--- src/rtl/leaf_gpu_ingress_queue_if.sv ---
// Handshake bundle between a GPU, its ingress queue and the leaf router input port.
//   gpu_wr_*      : GPU -> queue flit offer (data, valid, dest) and queue -> GPU ready
//   out_*         : queue -> router head flit (data, dest, valid) and router -> queue ready
// master: the GPU/router side; slave: the queue itself.
interface leaf_gpu_ingress_queue_if #(
    parameter int unsigned DWIDTH = 16
) ();
    logic [DWIDTH-1:0] gpu_wr_data;
    logic              gpu_wr_valid;
    logic [5:0]        gpu_wr_dest;
    logic              gpu_wr_ready;
    logic [DWIDTH-1:0] out_data;
    logic [5:0]        out_dest_addr;
    logic              out_valid;
    logic              out_ready;

    modport master (
        output gpu_wr_data, gpu_wr_valid, gpu_wr_dest, out_ready,
        input  gpu_wr_ready, out_data, out_dest_addr, out_valid
    );

    modport slave (
        input  gpu_wr_data, gpu_wr_valid, gpu_wr_dest, out_ready,
        output gpu_wr_ready, out_data, out_dest_addr, out_valid
    );
endinterface

--- src/rtl/leaf_gpu_ingress_queue.sv ---
// GPU-side ingress queue for a leaf router. Buffers {dest, data} flits in a
// circular buffer, presents the head show-ahead to the router, applies
// backpressure to the GPU and drops flits addressed to this leaf.
//   clk, reset   : clock, asynchronous active-low reset
//   bus (slave)  : GPU write handshake and router head handshake
//   arb_enable   : router arbitration enable; masks out_valid when low
//   flush        : synchronous clear of the queue (priority over push/pop)
//   fifo_full/fifo_empty/fifo_count : occupancy status
//   drop_count   : saturating count of self-addressed flits dropped
module leaf_gpu_ingress_queue #(
    parameter int unsigned DWIDTH     = 16,
    parameter int unsigned FIFO_DEPTH = 8,
    parameter logic [3:0]  GROUP_ID   = 4'b1000,
    parameter int unsigned ROUTER_ID  = 3
) (
    input  logic                                 clk,
    input  logic                                 reset,
    leaf_gpu_ingress_queue_if.slave              bus,
    input  logic                                 arb_enable,
    input  logic                                 flush,
    output logic                                 fifo_full,
    output logic                                 fifo_empty,
    output logic [$clog2(FIFO_DEPTH):0]          fifo_count,
    output logic [7:0]                           drop_count
);
    localparam int unsigned AW = $clog2(FIFO_DEPTH);
    localparam int unsigned CW = AW + 1;
    localparam int unsigned EW = DWIDTH + 6;
    localparam logic [5:0]  SELF_ADDR = {GROUP_ID, 2'(ROUTER_ID)};

    logic [EW-1:0] mem_q [FIFO_DEPTH];
    logic [AW-1:0] wr_ptr_q, wr_ptr_d;
    logic [AW-1:0] rd_ptr_q, rd_ptr_d;
    logic [CW-1:0] count_q, count_d;
    logic [7:0]    drop_q, drop_d;

    logic          accept, push, drop, pop;
    logic [EW-1:0] head;

    // Status is derived from the registered count only.
    assign fifo_full  = (count_q == CW'(FIFO_DEPTH));
    assign fifo_empty = (count_q == '0);
    assign fifo_count = count_q;
    assign drop_count = drop_q;

    assign bus.gpu_wr_ready = !fifo_full;

    // Show-ahead head presentation.
    assign head              = mem_q[rd_ptr_q];
    assign bus.out_data      = head[DWIDTH-1:0];
    assign bus.out_dest_addr = head[EW-1:DWIDTH];
    assign bus.out_valid     = !fifo_empty && arb_enable;

    assign accept = bus.gpu_wr_valid && !fifo_full && !flush;
    assign push   = accept && (bus.gpu_wr_dest != SELF_ADDR);
    assign drop   = accept && (bus.gpu_wr_dest == SELF_ADDR);
    assign pop    = bus.out_valid && bus.out_ready && !flush;

    // Next-state for pointers, occupancy and drop counter.
    always_comb begin
        wr_ptr_d = wr_ptr_q;
        rd_ptr_d = rd_ptr_q;
        count_d  = count_q;
        drop_d   = drop_q;
        if (flush) begin
            wr_ptr_d = '0;
            rd_ptr_d = '0;
            count_d  = '0;
        end else begin
            if (push) wr_ptr_d = wr_ptr_q + AW'(1);
            if (pop)  rd_ptr_d = rd_ptr_q + AW'(1);
            if (push && !pop)      count_d = count_q + CW'(1);
            else if (pop && !push) count_d = count_q - CW'(1);
            if (drop && (drop_q != 8'hFF)) drop_d = drop_q + 8'd1;
        end
    end

    always_ff @(posedge clk or negedge reset) begin
        if (!reset) begin
            wr_ptr_q <= '0;
            rd_ptr_q <= '0;
            count_q  <= '0;
            drop_q   <= '0;
        end else begin
            wr_ptr_q <= wr_ptr_d;
            rd_ptr_q <= rd_ptr_d;
            count_q  <= count_d;
            drop_q   <= drop_d;
        end
    end

    // Storage array; contents are don't-care until written, so no reset.
    always_ff @(posedge clk) begin
        if (push) mem_q[wr_ptr_q] <= {bus.gpu_wr_dest, bus.gpu_wr_data};
    end
endmodule

--- src/flat_wrapper.sv ---
// flat-port wrapper written by rule: the top's interface ports become plain ports
module leaf_gpu_ingress_queue_flat 
#(
    parameter int unsigned DWIDTH     = 16,
    parameter int unsigned FIFO_DEPTH = 8,
    parameter logic [3:0]  GROUP_ID   = 4'b1000,
    parameter int unsigned ROUTER_ID  = 3
)
  (clk, reset, arb_enable, flush, fifo_full, fifo_empty, fifo_count, drop_count, bus_gpu_wr_data, bus_gpu_wr_valid, bus_gpu_wr_dest, bus_out_ready, bus_gpu_wr_ready, bus_out_data, bus_out_dest_addr, bus_out_valid);
  leaf_gpu_ingress_queue_if #(.DWIDTH(DWIDTH)) bus_i ();
  input  logic clk;
  input  logic reset;
  input  logic arb_enable;
  input  logic flush;
  output logic fifo_full;
  output logic fifo_empty;
  output logic [$clog2(FIFO_DEPTH):0] fifo_count;
  output logic [7:0] drop_count;
  input wire logic [$bits(bus_i.gpu_wr_data)-1:0] bus_gpu_wr_data;
  input wire logic [$bits(bus_i.gpu_wr_valid)-1:0] bus_gpu_wr_valid;
  input wire logic [$bits(bus_i.gpu_wr_dest)-1:0] bus_gpu_wr_dest;
  input wire logic [$bits(bus_i.out_ready)-1:0] bus_out_ready;
  output wire logic [$bits(bus_i.gpu_wr_ready)-1:0] bus_gpu_wr_ready;
  output wire logic [$bits(bus_i.out_data)-1:0] bus_out_data;
  output wire logic [$bits(bus_i.out_dest_addr)-1:0] bus_out_dest_addr;
  output wire logic [$bits(bus_i.out_valid)-1:0] bus_out_valid;
  assign bus_i.gpu_wr_data = bus_gpu_wr_data;
  assign bus_i.gpu_wr_valid = bus_gpu_wr_valid;
  assign bus_i.gpu_wr_dest = bus_gpu_wr_dest;
  assign bus_i.out_ready = bus_out_ready;
  assign bus_gpu_wr_ready = bus_i.gpu_wr_ready;
  assign bus_out_data = bus_i.out_data;
  assign bus_out_dest_addr = bus_i.out_dest_addr;
  assign bus_out_valid = bus_i.out_valid;
  leaf_gpu_ingress_queue #(.DWIDTH(DWIDTH), .FIFO_DEPTH(FIFO_DEPTH), .GROUP_ID(GROUP_ID), .ROUTER_ID(ROUTER_ID)) u_core (.clk(clk), .reset(reset), .bus(bus_i), .arb_enable(arb_enable), .flush(flush), .fifo_full(fifo_full), .fifo_empty(fifo_empty), .fifo_count(fifo_count), .drop_count(drop_count));
endmodule
--- config.mk ---
export PLATFORM = sky130hd
export DESIGN_NAME = leaf_gpu_ingress_queue_flat
export DESIGN_NICKNAME = d
export VERILOG_FILES = /design/src/rtl/leaf_gpu_ingress_queue_if.sv /design/src/rtl/leaf_gpu_ingress_queue.sv /design/src/flat_wrapper.sv
export SDC_FILE = /design/constraint.sdc
export NUM_CORES = 1
export LEC_CHECK = 0
export ABC_CLOCK_PERIOD_IN_PS = 8100
export CORE_ASPECT_RATIO = 0.7
export CORE_UTILIZATION = 60
export CTS_BUF_LIST = sky130_fd_sc_hd__clkbuf_4 sky130_fd_sc_hd__clkbuf_8 sky130_fd_sc_hd__clkbuf_16
export CTS_CLUSTER_DIAMETER = 80
export DETAILED_ROUTE_END_ITERATION = 8
export DONT_BUFFER_PORTS = 1
export PLACE_DENSITY = 0.76
export SLEW_MARGIN = 20
export SYNTH_ARGS = -nofsm -noshare
export SYNTH_HDL_FRONTEND = slang
export SYNTH_SLANG_ARGS = --single-unit
--- constraint.sdc ---
create_clock -name clk -period 8.1 [get_ports clk]
set_input_delay 0 -clock clk [delete_from_list [all_inputs] [get_ports clk]]
set_output_delay 0 -clock clk [all_outputs]
set_load 0.1 [all_outputs]
## Yosys cells after proc, flatten, opt, wreduce, memory -nomap -nowiden

Memories as Yosys holds them, arrays and structs flattened.
Index checks and enable logic that the tools add are counted.

- Memories kept: 1
- Logic and storage cells: 44
- Output and inout bits: 38
- Bits in registers: 18
- Memory bits (writable): 176
- Bits of input ports: 28

- Eq/ne operators: 4
- Reduce and logical (&&, ||, !) cells: 20
- Mux-type cells: 9
- Add/subtract/negate cells: 5
- Bitwise operators: 1

Memories:

| name | depth | bits a word | read ports | clocked after memory_dff | wr ports | RTL line | RTL |
|---|---|---|---|---|---|---|---|
| u_core.mem_q | 8 | 22 | 1 | 0 | 1 | leaf_gpu_ingress_queue.sv:31 | `logic [EW-1:0] mem_q [FIFO_DEPTH];` |

Operators with widths:

| cell | count |
|---|---|
| 3-bit 2-to-1 mux | 4 |
| 4-bit 2-to-1 mux | 3 |
| 1-bit logical AND | 10 |
| 8-bit by 1-bit adder with 8-bit output, second input constant | 1 |
| 8-bit != test, second input constant | 1 |
| 3-bit by 1-bit adder with 3-bit output, second input constant | 2 |
| 6-bit equality test, second input constant | 1 |
| 6-bit != test, second input constant | 1 |
| 1-bit logical NOT | 5 |
| 4-bit by 1-bit adder with 4-bit output, second input constant | 1 |
| 4-bit equality test, second input constant | 1 |
| 4-bit logical NOT | 1 |
| 2-bit nonzero test | 2 |
| 4-bit by 1-bit subtractor with 4-bit output, second input constant | 1 |
| 3-bit nonzero test | 1 |
| 1-bit 2-to-1 mux | 2 |
| 2-bit AND reduction | 1 |
| 1-bit NOT | 1 |

## Depth between registers and ports, before layout

Gate-level depths: netlist of run 1.

- Word-level depth: 10
- Mapped depth: 9
- Mapped depth without buffers: 9

## Worst setup path before layout of run 1

No wires, ideal clock.

- Path kind: register to register
- Start: reg u_core.count_q[0], in the netlist u_core.fifo_count[0]
- End: reg u_core.count_q[3], in the netlist u_core.fifo_count[3]
- Library setup time: 128 ps
- Setup slack: 2,252 ps
- Data arrival time: 5,721 ps
- Required time: 7,972 ps
- Stages on the path, launching flop included: 9
- Clock period less this slack: 5,848 ps
- Path buffers: 0
- Cell sequence: dfrtp_1 -> nor4_1 -> nand3b_2 -> nand2_2 -> ha_1 -> a21o_1 -> a21oi_1 -> mux2i_1 -> mux2_1

- Cells in the longest elaborated chain, start to end: 9
- Elaborated cells on any way between the ends: 20
- Those cells by class: 2 x add/sub; 1 x eq/ne; 3 x mux; 14 x reduce/logical

RTL lines:

| what | RTL line | RTL |
|---|---|---|
| start, declared | leaf_gpu_ingress_queue.sv:34 | `logic [CW-1:0] count_q, count_d;` |
| start signal, assigned | leaf_gpu_ingress_queue.sv:87 | `count_q <= count_d;` |
| 4-bit logical NOT (*) | leaf_gpu_ingress_queue.sv:42 | `assign fifo_empty = (count_q == '0);` |
| named net fifo_empty | flat_wrapper.sv:16 | `output logic fifo_empty;` |
| 1-bit logical NOT (*) | leaf_gpu_ingress_queue.sv:52 | `assign bus.out_valid = !fifo_empty && arb_enable;` |
| 1-bit logical AND (*) | leaf_gpu_ingress_queue.sv:52 |  |
| 1-bit logical AND (*) (2 in series) | leaf_gpu_ingress_queue.sv:57 | `assign pop = bus.out_valid && bus.out_ready && !flush;` |
| 1-bit logical NOT | leaf_gpu_ingress_queue.sv:72 | `if (push && !pop) count_d = count_q + CW'(1);` |
| 1-bit logical AND | leaf_gpu_ingress_queue.sv:72 |  |
| 4-bit 2-to-1 mux | leaf_gpu_ingress_queue.sv:72 |  |
| 4-bit 2-to-1 mux | leaf_gpu_ingress_queue.sv:65 | `if (flush) begin` |

Mark *: on every way through the listed nets, which the timed path passes. The rest lies on a longest branch. The select of a mux whose other input is x is not followed.
A chain may end at the register's enable or synchronous reset.

## Worst setup path in the final report of run 1

- Start: reg u_core.count_q[0], in the netlist u_core.fifo_count[0]
- End: mem u_core.mem_q[2][12] in the netlist's numbering (enable)

- Cells in the longest elaborated chain, start to end: 7

RTL lines:

| what | RTL line | RTL |
|---|---|---|
| 4-bit equality test | leaf_gpu_ingress_queue.sv:41 | `assign fifo_full = (count_q == CW'(FIFO_DEPTH));` |
| 1-bit logical NOT | n/a |  |
| named net bus_gpu_wr_ready | flat_wrapper.sv:23 | `output wire logic [$bits(bus_i.gpu_wr_ready)-1:0] bus_gpu_wr_ready;` |
| 1-bit logical AND (2 in series) | leaf_gpu_ingress_queue.sv:54 | `assign accept = bus.gpu_wr_valid && !fifo_full && !flush;` |
| 1-bit logical AND | leaf_gpu_ingress_queue.sv:55 | `assign push = accept && (bus.gpu_wr_dest != SELF_ADDR);` |
| 1-bit 2-to-1 mux | leaf_gpu_ingress_queue.sv:94 | `if (push) mem_q[wr_ptr_q] <= {bus.gpu_wr_dest, bus.gpu_wr_data};` |
| 1-bit 2-to-1 mux (implied by the code) | leaf_gpu_ingress_queue.sv:94 |  |
| end, declared | leaf_gpu_ingress_queue.sv:31 |  |

The timed path passes the listed nets, and every way through them passes these cells.

==> results by group, run 1 <==
Detailed routing
  – DR iter-0 viols: 248
  – Vias per Instance: 6.14
  – Via Count: 3549
  – DRC: 0
  – WL/cell: 24.2 um
  – Antenna-violating nets left: 0
  – DRT Pass-1 Iters: 4
  – Routed wire length: 14000 um

Place
  – DP Area: 7940 um^2
  – Routability cong.: 0.810
  – Post-DP HPWL: 8240 um
  – Number of port buffers: 0

Logic synthesis
  – Synth Area per Inst: 21.3 um^2
  – Synth unique cells: 40
  – Synthesized flop and latch total: 194
  – YS warnings: 0
  – Sequential area share after synthesis: 75.0%
  – Syn nets: 393
  – Async SR Flop Fraction: 9.28%
  – Biggest area consumer among synthesized cells: edfxtp_1
  – Number of synthesized flops with an enable pin: 176
  – Top_reg_cell synth: edfxtp_1
  – Post-synth top cells: 176 x edfxtp_1, 44 x mux4_2, 23 x mux2_2, 18 x dfrtp_1, 14 x nor2_1
  – Cell Area, Synth: 7650 um^2
  – Cell with the most instances after synthesis: edfxtp_1
  – Top cell type's share of synthesized area: 69.1%
  – Synthesized instance count: 359
  – Top post-synthesis cells by area: edfxtp_1 69%, mux4_2 13%, dfrtp_1 5.9%, mux2_2 3.4%, ha_1 0.82%

Clocking
  – Htree depth: 4
  – Worst-skew pair later-pin latency: 0.42 ns
  – Worst-path clk slew: 0.07 ns
  – CTS Buf Count: 17
  – TritonCTS clock tree: done
  – Max clock buf depth: 2
  – Root Buffer: clkbuf_16
  – Clock tree sinks: 194

Pwr
  – Internal cell power: 1.70 mW
  – Leakage power: 2.88 nW
  – Sw Share: 32.0%
  – Total power: 2.50 mW
  – Peak VDD IR: 0.185 mV
  – Part of the power in registers: 48.5%
  – Logic pwr share: 19.9%
  – Power density over the cells: 285 nW/um^2
  – Clock network fraction of design power: 31.5%
  – P_sw: 0.800 mW

Timing
  – Slew HR: 26.9%
  – Final clock skew: 0.00736 ns
  – Final setup viols: 0
  – Max Slew Vio Count: 0
  – Minimum clock period: 4.17 ns
  – Worst Tran Pin Value: 1.10 ns
  – Final Cycle Share: 51.5%
  – Fmax: 240 MHz
  – Final Hold Fails: 0
  – RSZ-0062 raised after global routing: no
  – Final hold slack: 0.0595 ns
  – Setup TNS: 0 ns

Worst setup path
  – WP data arrival: 4.29 ns
  – Peak fanout along the critical path: 12
  – Req. time, crit path: 8.22 ns
  – CP startpoint kind: flop
  – Crit end category: flop
  – Critical path class: flop to flop

Global routing
  – GR Overflow Total: 0
  – Vias in the first global route: 3665
  – First-pass GRT wire length: 21000 um
  – Gr usage total: 22.9%
  – Antenna violations before repair: 0
  – Largest net degree at the start of global routing: 47

Floorplanning
  – Core region area: 12400 um^2
  – Initial Util: 61.6%
  – Die area: 13200 um^2
  – Placement Rows: 34
  – Die height: 96.5 um
  – I/O Pins: 66
  – Die W: 137 um

Final layout
  – Final instance area: 8780 um^2
  – Fin util: 70.7%
  – Layout area overhead: 14.8%
  – Nets: 437
  – N_diodes: 0
  – Layout cells sized above 1: 31.5%

Flow run
  – Max Cap Viol: 0

Worst hold path
  – Worst hold path type: primary input to flop

Run status
  – Status: complete, no violations
[logic make-up (layout without fill, tap and decap cells)]
kind of cell / Yosys count / after routing / share of synthesized area, %
adders and majority gates: 6 / 6 / 1.08
xor gates and xnor gates: 12 / 12 / 1.47
AOI/OAI and AO/OA: 7 / 7 / 0.769
and+or+nand+nor: 50 / 50 / 3.74
DFF: 194 / 194 / 75.0
buffers and inverters: 19 / 76 / 1.10
muxes: 71 / 71 / 16.9
[power by group through the flow]
stage	registers [mW]	logic (mW)	clock network [mW]
after global placement	1.23	0.473	0
after floorplan	1.21	0.427	0
after CTS	1.21	0.503	0.801
after detailed placement	1.24	0.476	0
after global routing	1.22	0.522	0.837
final	1.21	0.499	0.789
[worst max-delay path, cell delays in order, from the launching register on]
cell and delay (ns):
dfrtp_1 1.07, or4b_4 0.53, clkinv_4 0.29, a211oi_4 0.44, nand2b_1 0.28, nor3b_2 0.90, buf_4 0.35
[placed cells by master (no fill, tap or decap), types with 2 or more instances in the layout]
cell / instances
edfxtp_1: 176
mux4_2: 44
dlygate4sd3_1: 28
mux2_2: 23
clkbuf_16: 18
dfrtp_1: 16
nor2_1: 12
buf_4: 10
nand2_1: 6
xor2_1: 6
xnor2_1: 5
ha_1: 5
clkinvlp_4: 5
nand2b_1: 4
nor3b_2: 4
inv_6: 4
clkinv_2: 4
inv_1: 3
nor3_2: 3
mux2i_1: 3
and3_1: 3
nand4_1: 3
and2b_1: 2
nor2_2: 2
o21ai_0: 2
nor2b_1: 2
nor3_1: 2
[path summary, 6_finish.rpt]
kind	slack, ns	depth (start not counted)	endpoint	start
setup / recovery	3.93	6	u_core.mem_q[2][12]$_DFFE_PP_	u_core.fifo_count[0]$_DFFE_PN0P_
hold / removal	0.06	4	u_core.wr_ptr_q[1]$_DFFE_PN0P_	bus_gpu_wr_dest[5]
setup reg to reg	3.93	6	u_core.mem_q[2][12]$_DFFE_PP_	u_core.fifo_count[0]$_DFFE_PN0P_
hold reg to reg	0.60	2	u_core.wr_ptr_q[0]$_DFFE_PN0P_	u_core.wr_ptr_q[0]$_DFFE_PN0P_
max in group asynchronous	7.40	1	u_core.rd_ptr_q[1]$_DFFE_PN0P_	reset
min in group asynchronous	0.12	1	u_core.drop_count[7]$_DFFE_PN0P_	reset
[repair_timing]
item	4_1_cts	5_1_grt
hold buffers	28	0
hold endpoints to repair	206	0
setup endpoints to repair	0	0
setup buffers	0	0
gates resized for setup	0	0
[metrics by stage]
step / std cells / setup slack [ns]
5_1_grt: 578 / 3.73
3_5_place_dp: 518 / 3.94
2_1_floorplan: 359 / 2.25
4_1_cts: 578 / 3.92
6_report: 578 / 3.93
3_3_place_gp: 518 / 4.05
[area by class of cell]
type | instances | area, um^2
clock inverters | 15 | 134
inverters | 5 | 23.8
repair buffers | 39 | 380
fillers | 738 | 3640
flip-flops and latches | 194 | 5740
well taps | 162 | 203
clock buffers | 17 | 425
multi-input cells | 146 | 1870
[state kept, by name, indices dropped and copies added, names as in the netlist]
register,cells
u_core.wr_ptr_q,3
u_core.drop_count,8
u_core.rd_ptr_q,3
u_core.fifo_count,4
u_core.mem_q,176
[routing by layer]
layer	track usage, %	vias up	wire length [um]
li1	-	1551	-
met1	30.0	1896	6030
met2	37.5	95	7100
met3	6.16	7	727
met4	8.61	0	104
met5	0	-	0
Note: power is estimated with default switching activity, not from simulation.
==> inputs of run 2 (changes only) <==
Settings changed: ABC_CLOCK_PERIOD_IN_PS 8100 to 3500, CORE_UTILIZATION 60 to 57, PLACE_DENSITY 0.76 to 0.75.
Clock period 8.1 ns to 3.5 ns, I/O delays scaled along.
==> run 2 against run 1 <==
- routed wire length is 1.1% higher
- first-iteration DRC count is 2.8% lower
- non-clock buffer count increased by 22
- clock skew grew 0.0020 ns
- critical endpoint is now u_core.mem_q[4][19]$_DFFE_PP_
- largest cell class unchanged
==> results by group, run 2 (synthesis gave the netlist of run 1 again) <==
Run status
  – Status: complete, no violations

Worst setup path
  – CP startpoint kind: flop
  – R2R setup slack: 0.61 ns (-3.31 ns)
  – Peak fanout along the critical path: 9 (-3)
  – R2R cell count: 7 (+1)
  – Reg-to-reg endpoint: u_core.mem_q[4][19]$_DFFE_PP_
  – Critical path class: flop to flop
  – WP data arrival: 3.01 ns (-1.28 ns)
  – Req. time, crit path: 3.62 ns (-4.60 ns)
  – Crit end category: flop
  – Startpoint of the worst register-to-register path: u_core.fifo_count[0]$_DFFE_PN0P_

Global routing
  – Antenna violations before repair: 0 (unchanged)
  – Vias in the first global route: 3858 (+5.3%)
  – First-pass GRT wire length: 22300 um (+6.4%)
  – GR Overflow Total: 0 (unchanged)
  – Largest net degree at the start of global routing: 32 (-32%)
  – Gr usage total: 22.8% (-0.15 points)

Pwr
  – P_sw: 1.87 mW (+130%)
  – Power density over the cells: 656 nW/um^2 (+130%)
  – Peak VDD IR: 0.439 mV (+140%)
  – Part of the power in registers: 46.5% (-2.0 points)
  – Clock network fraction of design power: 32.6% (+1.1 points)
  – Sw Share: 31.6% (-0.34 points)
  – Leakage power: 2.99 nW (+3.9%)
  – Internal cell power: 4.04 mW (+140%)
  – Logic pwr share: 20.9% (+1.0 points)

Detailed routing
  – DR iter-0 viols: 241 (-2.8%)
  – WL/cell: 23.4 um (-3.1%)
  – Via Count: 3605 (+1.6%)
  – DRT Pass-1 Iters: 4 (unchanged)
  – Metal3 WL: 1020 um (+41%)
  – DR top layer: met4
  – Vias per Instance: 5.98 (-2.6%)
  – Antenna-violating nets left: 0 (unchanged)
  – DRC: 0 (unchanged)
  – M1 WL: 5870 um (-2.6%)
  – Routed wire length: 14100 um (+1.1%)
  – Met2 WL post-DR: 7100 um (about the same)

Timing
  – Fmax: 346 MHz (+45%)
  – Final clock skew: 0.00940 ns (+0.00204 ns)
  – Final Cycle Share: 82.5% (+31 points)
  – Minimum clock period: 2.89 ns (-1.29 ns)
  – Worst Tran Pin Value: 0.945 ns (-0.151 ns)
  – Final setup viols: 0 (unchanged)
  – RSZ-0062 raised after global routing: no
  – Max Slew Vio Count: 0 (unchanged)
  – Slew HR: 37.0% (+10 points)
  – Final Hold Fails: 0 (unchanged)

Clocking
  – Buffer count from post-CTS setup fixing: 0 (unchanged)
  – Clock tree sinks: 194 (unchanged)
  – # resized after CTS: 0 (unchanged)
  – Root Buffer: clkbuf_16
  – Worst-skew pair later-pin latency: 0.42 ns (about the same)
  – CTS Buf Count: 17 (unchanged)
  – Max clock buf depth: 2 (unchanged)
  – TritonCTS clock tree: done
  – Htree depth: 4 (unchanged)
  – Worst-path clk slew: 0.07 ns (about the same)

Final layout
  – Nets: 459 (+5.0%)
  – Filler instances: 805 (+9.1%)
  – Layout cells sized above 1: 35.7% (+4.2 points)
  – Largest register FFs: 176 (unchanged)
  – Commonest non-fill, non-tap cell in the layout: edfxtp_1
  – Commonest cells after routing, fill and taps aside: 176 x edfxtp_1, 44 x mux4_2, 34 x buf_4
  – Most flops, register: u_core.mem_q
  – N_diodes: 0 (unchanged)
  – Layout area overhead: 17.7%
  – Fin util: 68.5% (-2.1 points)
  – FF+latch area: 5740 um^2 (about the same)
  – Area of the multi-input gates: 1920 um^2 (+2.5%)
  – Final instance area: 9000 um^2 (+2.6%)

Floorplanning
  – Core region area: 13100 um^2 (+5.8%)
  – Die height: 98.9 um (+2.5%)
  – I/O Pins: 66 (unchanged)
  – Initial Util: 58.2% (-3.4 points)
  – Die area: 13900 um^2 (+5.2%)
  – Die W: 140 um (+2.6%)
  – Placement Rows: 35 (+2.9%)

Worst hold path
  – Worst hold path type: primary input to flop
  – Endpoint, Worst Hold: u_core.rd_ptr_q[2]$_DFFE_PN0P_
  – Hold Crit Start: arb_enable
  – Worst hold path depth: 4 (unchanged)

Place
  – Post-DP HPWL: 8410 um (+2.1%)
  – Routability cong.: 0.848 (+4.6%)
  – DP Area: 8150 um^2 (+2.6%)
  – Number of port buffers: 0 (unchanged)

Flow run
  – Max Cap Viol: 0 (unchanged)
## run 2: cell types whose count changed in the layout (fill, tap and decap cells not counted), moves of 2 or more
cell	delta
dfrtp_2	+4
nor3_2	-2
nor3b_4	+4
nor3_4	+2
dfrtp_1	-3
buf_4	+24
clkinv_2	-4
nor3b_2	-4
## run 2: worst max path at each step
stage          cells past startpoint  slack, ns                             start                       endpoint
5_1_grt                            7       0.51  u_core.fifo_count[0]$_DFFE_PN0P_  u_core.mem_q[4][19]$_DFFE_PP_
6_report                           7       0.61  u_core.fifo_count[0]$_DFFE_PN0P_  u_core.mem_q[4][19]$_DFFE_PP_
4_1_cts                            7       0.60  u_core.fifo_count[0]$_DFFE_PN0P_  u_core.mem_q[4][19]$_DFFE_PP_
2_1_floorplan                      5      -0.16  u_core.fifo_count[3]$_DFFE_PN0P_   u_core.mem_q[4][0]$_DFFE_PP_
3_3_place_gp                       7       0.75  u_core.fifo_count[0]$_DFFE_PN0P_  u_core.mem_q[4][17]$_DFFE_PP_
3_5_place_dp                       7       0.63  u_core.fifo_count[0]$_DFFE_PN0P_  u_core.mem_q[4][13]$_DFFE_PP_
## run 2: timing repair
action | in CTS | in global routing
setup endpoints to repair | 0 | 0
hold buffers | 27 | 0
endpoints found under the hold margin | 206 | 0
## run 2: per-layer routing
| layer | global-route usage (%) | vias up |
|---|---|---|
| met4 | 7.27 | 0 |
| met1 | 30.7 | 1870 |
| met3 | 6.80 | 8 |
| met2 | 36.3 | 133 |
| met5 | 0 | - |
| li1 | - | 1594 |
## run 2: through the flow
step / power (mW) / setup slack [ns] / setup TNS [ns] / hold slack [ns] / cells
global route: 6.11 / 0.514 / 0 / 0.0512 / 603
CTS: 5.96 / 0.598 / 0 / 0.0356 / 603
finish: 5.91 / 0.614 / 0 / 0.0584 / 603
global placement: 3.97 / 0.745 / 0 / -0.295 / 545
detailed placement: 3.98 / 0.631 / 0 / -0.295 / 545
floorplan: 3.82 / -0.155 / -11.07 / -0.296 / 359
## run 2: area by class of cell
cell class	instances	share of cell area (%)
Inverter	5	0.264
Clock inverter	13	1.70
Sequential cell	194	63.8
Clock buffer	18	4.81
Multi-Input combinational cell	146	21.3
Tap cell	166	2.31
Timing Repair Buffer	61	5.84
## run 2: power by group through the flow
stage | logic [mW] | clock network [mW] | registers, mW
2_1_floorplan | 1.00 | 0 | 2.82
3_3_place_gp | 1.18 | 0 | 2.79
3_5_place_dp | 1.19 | 0 | 2.80
4_1_cts | 1.25 | 1.96 | 2.75
5_1_grt | 1.30 | 2.06 | 2.75
6_report | 1.24 | 1.92 | 2.75
## run 2: worst max-delay path, cell delays in order (launching register included)
cell,delay [ns]
dfrtp_2,0.76
or4b_4,0.28
clkinv_4,0.06
a211oi_4,0.19
buf_4,0.20
nand2b_1,0.24
nor3b_4,0.57
buf_4,0.30
